<file path="src/rtl/config_port_arbiter.sv">
// config_port_arbiter: session-locking N-source config arbiter with output FIFO into ConfigFSM.
// Optional CONFIG_ARB_WORDCOUNT_EN adds a per-session word_count output.
module config_port_arbiter #(
  parameter int NUM_CH      = 3,
  parameter int DATA_WIDTH  = 32,
  parameter int FIFO_DEPTH  = 4,
  parameter int IDLE_CYCLES = 16
)(
  input  logic                         CLK,
  input  logic                         reset,
  input  logic [NUM_CH-1:0]            ch_active,
  input  logic [NUM_CH-1:0]            ch_strobe,
  input  logic [NUM_CH*DATA_WIDTH-1:0] ch_data,
  input  logic                         out_ready,
  output logic [DATA_WIDTH-1:0]        ConfigWriteData,
  output logic                         ConfigWriteStrobe,
  output logic                         FSM_Reset,
  output logic [$clog2(NUM_CH)-1:0]    grant_id,
  output logic                         busy,
  output logic                         overflow
`ifdef CONFIG_ARB_WORDCOUNT_EN
  ,output logic [31:0]                 word_count
`endif
);
  localparam int GW = $clog2(NUM_CH);
  localparam int AW = $clog2(FIFO_DEPTH);
  localparam int HW = $clog2(IDLE_CYCLES + 1);
  typedef enum logic [1:0] {IDLE, GRANT, DRAIN, HOLDOFF} state_t;
  state_t state, nextState;
  logic [AW:0] wrPtr, rdPtr;
  logic [DATA_WIDTH-1:0] mem [FIFO_DEPTH];
  logic [DATA_WIDTH-1:0] grantData;
  logic [GW-1:0] topCh;
  logic [HW-1:0] holdCnt;
  logic start, grantStb, empty, full, pop, push;
  assign start     = state == IDLE && |ch_active;
  assign grantStb  = state == GRANT && ch_strobe[grant_id];
  assign empty     = wrPtr == rdPtr;
  assign full      = wrPtr[AW] != rdPtr[AW] && wrPtr[AW-1:0] == rdPtr[AW-1:0];
  assign pop       = !empty && out_ready;
  assign push      = grantStb && (!full || pop);
  assign busy      = state != IDLE;
  assign grantData = ch_data[grant_id*DATA_WIDTH +: DATA_WIDTH];
  // Highest active index wins
  always_comb begin
    topCh = '0;
    for (int i = 0; i < NUM_CH; i++) if (ch_active[i]) topCh = GW'(i);
  end
  always_comb begin
    nextState = state;
    case (state)
      IDLE:    nextState = |ch_active ? GRANT : IDLE;
      GRANT:   nextState = ch_active[grant_id] ? GRANT : DRAIN;
      DRAIN:   nextState = empty && !ConfigWriteStrobe ? HOLDOFF : DRAIN;
      HOLDOFF: nextState = holdCnt == HW'(IDLE_CYCLES - 1) ? IDLE : HOLDOFF;
      default: nextState = IDLE;
    endcase
  end
  always_ff @(posedge CLK) state <= reset ? IDLE : nextState;
  always_ff @(posedge CLK) begin
    if (reset) begin
      wrPtr             <= '0;
      rdPtr             <= '0;
      holdCnt           <= '0;
      grant_id          <= '0;
      FSM_Reset         <= 1'b0;
      ConfigWriteData   <= '0;
      ConfigWriteStrobe <= 1'b0;
      overflow          <= 1'b0;
    end else begin
      FSM_Reset         <= start;
      holdCnt           <= state == HOLDOFF ? holdCnt + 1'b1 : '0;
      ConfigWriteStrobe <= pop;
      if (start) grant_id <= topCh;
      if (push) wrPtr <= wrPtr + 1'b1;
      if (pop) begin
        rdPtr           <= rdPtr + 1'b1;
        ConfigWriteData <= mem[rdPtr[AW-1:0]];
      end
      if (grantStb && full && !pop) overflow <= 1'b1;
    end
  end
  always_ff @(posedge CLK) if (push) mem[wrPtr[AW-1:0]] <= grantData;
`ifdef CONFIG_ARB_WORDCOUNT_EN
  always_ff @(posedge CLK) begin
    if (reset || start) word_count <= '0;
    else if (pop && word_count != '1) word_count <= word_count + 1'b1;
  end
`endif
endmodule

</file>
<file path="config.mk">
export PLATFORM = sky130hd
export DESIGN_NAME = config_port_arbiter
export DESIGN_NICKNAME = d
export VERILOG_FILES = /design/src/rtl/config_port_arbiter.sv
export SDC_FILE = /design/constraint.sdc
export NUM_CORES = 1
export LEC_CHECK = 0
export CORE_MARGIN = 1
export CORE_UTILIZATION = 57
export DETAILED_ROUTE_END_ITERATION = 12
export DONT_BUFFER_PORTS = 1
export PLACE_DENSITY = 0.8
export SYNTH_ARGS = -nofsm -noshare
export SYNTH_HDL_FRONTEND = slang
export SYNTH_SLANG_ARGS = --single-unit
</file>
<file path="constraint.sdc">
create_clock -name CLK -period 3.87 [get_ports CLK]
set_clock_uncertainty 0.2 [all_clocks]
set_input_delay 0.774 -clock CLK [delete_from_list [all_inputs] [get_ports CLK]]
set_output_delay 0.774 -clock CLK [all_outputs]
set_load 0.005 [all_outputs]
</file>
==> metrics.txt <==
total power 5.30 mW; CP Cell Sequence xor2_2 -> nor4b_4 -> nor3_1 -> and2_2; worst-margin pin slew between 0.8 and 0.9 ns; # rows 41; Resize count post-CTS 0; Skew-Pair Late Insertion Delay roughly 0.42 ns; Final Setup Violations 0; fin worst setup slack 1.22 ns; Slew Limit Fails 0; Hold Buf Count CTS 0; Port Buffers 0; pre-CTS setup slack slightly above 1 ns; CTS tree built; leading cell type in the layout, fill and taps excluded edfxtp_1; Core Area ~13000 sq um; via count 4127; Final Core Density 64.0%; Netlist Area Pre-Place around 7300 sq um; Yosys cell types 42; Critical Path Start wrPtr[0]$_SDFFE_PP0N_; syn nets 628; YS warnings 0; DP Wirelength slightly below 9 mm; CTS Buf Count 17; R2R Setup Slk ~1.2 ns; TritonRoute pass-1 iters 4; area grow syn2layout 9.88%; Non-Filler Instances approximately 700; Final min period around 2.7 ns; CTS sink count 178; gr ovfl total 0; crit-path max FO 32; delay of the slowest critical-path stage approximately 0.8 ns; Clock Root Buffer clkbuf_16; iteration-0 DRC count of the detailed router between 200 and 300; Fin Setup TNS 0 ns; sequential cell area approximately 4800 sq um; Via density a little under 6; Die ar. between 10000 and 15000 sq um; max_cap viols 0; Final Hold Fails 0; worst reg2reg endpoint mem[1][2]$_DFFE_PP_; layout cells sized above 1 approximately 15%; Crit-path slowest cell and2_2; Horiz. Die Dim between 100 and 150 microns; CP endpoint mem[1][2]$_DFFE_PP_; multi-input logic area 2320 sq um; critical path class reg2reg; worst endpoint required time about 3.7 ns; Setup crit start kind flop; routed wire length between 10 and 15 mm; Tcrit/Tclk final approximately two thirds; WL/cell a little over 20 microns; Critical R2R Launch wrPtr[0]$_SDFFE_PP0N_; Hold Path Class in2reg; sequential share of the synthesized area 66.2%; Avg Synthesized Cell Area between 10 and 15 sq um; global-route wire length before repair approximately 21 mm; outcome finished, final reports clean; Max Clock Freq between 0.3 and 0.4 GHz; placed insts roughly 660; gpl congestion 0.756; RSZ-0062 raised after global routing no; Worst R2R Path Depth 4; Power Dens Cells roughly 660 nW/um^2; Post-CTS Setup Bufs 0; fill count roughly 890; DR DRC count 0; Rel. slew slack 40.7%; Leakage ~2.5 nW; most frequent cells in the layout edfxtp_1 (128), nand2_1 (99), dfxtp_1 (47), a21oi_1 (38), o21ai_0 (34); diodes inserted 0; H-tree levels 4; Starting Density between 50% and 60%; Top Ports 143; #FFs+latches synth between 150 and 200; # nets final around 620; vias in the first global route between 4000 and 5000; CTS max path bufs 2; Tot GR Track Use a little under a quarter; CP arrival roughly 2.5 ns; largest net degree at the start of global routing slightly below 50; Synth Instances roughly 520; Worst Setup End Kind flop; Reg clk slew, reported paths ~0.060 ns; initial antenna violation count 0; Peak supply drop 313 uV; Die Y-Extent around 120 microns; post-route antenna net violation count 0
==> per-layer routing <==
metal | wire length, microns | up-vias | global-route usage, %
met5 | 0 | - | 0
met4 | 193 | 0 | 10.3
met3 | 1010 | 16 | 6.22
met2 | 7370 | 148 | 37.1
met1 | 5610 | 2061 | 28.0
li1 | - | 1902 | -
==> flip-flops by register name, indices dropped and copies added, names as in the netlist <==
register / cells
holdCnt: 5
FSM_Reset: 1
ConfigWriteData: 32
rdPtr: 3
state: 2
ConfigWriteStrobe: 1
wrPtr: 3
overflow: 1
grant_id: 2
mem: 128
==> stage by stage <==
stage	hold slack, ns	area [sq um]
detailed placement	0.245	7460
floorplan	0.218	7320
global route	0.196	8040
finish	0.218	8040
global placement	0.231	7460
CTS	0.200	8040
==> final cells by class <==
cell class	count	area share, %
Clock buffer	24	5.87
Clock inverter	8	1.35
Inverter	8	0.373
Multi-Input combinational cell	299	28.9
Sequential cell	178	60.3
Tap cell	172	2.68
Timing Repair Buffer	6	0.560
==> synthesized netlist by cell type <==
library cell  instances  area share, %
o21ai_0              34            2.3
o21bai_1              1           0.10
nand2_1              99            5.1
mux2_2                1           0.15
a22oi_1               2           0.21
nor3_1                3           0.21
a311oi_1              1           0.12
xor2_2                3           0.67
nor4b_4               1           0.32
o22a_1                1           0.12
or4_1                 2           0.21
o22ai_1               1          0.086
xor2_1                1           0.12
a2bb2oi_1             1           0.12
and3_1                1          0.086
edfxtp_1            128             53
ha_1                  7            1.2
nor2_1               12           0.62
o31ai_1               2           0.21
or2_2                 1          0.086
a21oi_1              38            2.6
nand3b_1              1           0.10
o31ai_4               1           0.29
mux4_2               32            9.8
clkbuf_1             15           0.77
a211oi_2              1           0.17
and2_1                3           0.26
mux2i_1              33            4.5
inv_1                 8           0.41
or3_1                 1          0.086
nor4b_2               1           0.21
buf_4                 2           0.21
or3b_1                1           0.12
dfxtp_1              50             14
o21ai_1               1          0.068
nand2b_1              2           0.17
o41ai_1               1           0.12
o31a_2                1           0.14
nand3_1               1          0.068
xnor2_1               2           0.24
buf_2                14           0.96
nor2b_1               5           0.43
==> cells by family after synthesis <==
logic type      Yosys count  share of synthesized area [%]
flops                   178                           66.2
fa+ha+maj                 7                           1.20
buf+inv                  39                           2.34
xor+xnor                  6                           1.03
compound gates           86                           6.67
mux                      66                           14.5
simple gates            134                           8.04
==> worst min path at each step <==
| stage | start | endpoint | cells past startpoint |
|---|---|---|---|
| final | reset | ConfigWriteData[9]$_SDFFE_PP0P_ | 1 |
| after global routing | reset | rdPtr[1]$_SDFFE_PP0P_ | 1 |
| after global placement | holdCnt[0]$_SDFF_PP0_ | holdCnt[0]$_SDFF_PP0_ | 1 |
| after floorplan | holdCnt[0]$_SDFF_PP0_ | holdCnt[0]$_SDFF_PP0_ | 1 |
| after CTS | reset | ConfigWriteData[10]$_SDFFE_PP0P_ | 1 |
| after detailed placement | holdCnt[0]$_SDFF_PP0_ | holdCnt[0]$_SDFF_PP0_ | 1 |
==> report_power, final <==
group	leakage (nW)	internal, mW	total [mW]	switching (mW)
Combinational	0.644	0.444	1.13	0.681
Clock	0.280	1.04	1.68	0.637
Sequential	1.57	2.38	2.50	0.124
Total	2.49	3.86	5.30	1.44
==> critical path, delay by kind of cell (launching register included) <==
family	cells	cell delay, ns
flops	1	0.46
simple gates	3	1.26
xor+xnor	1	0.33
Note: power is estimated with default switching activity, not from simulation.
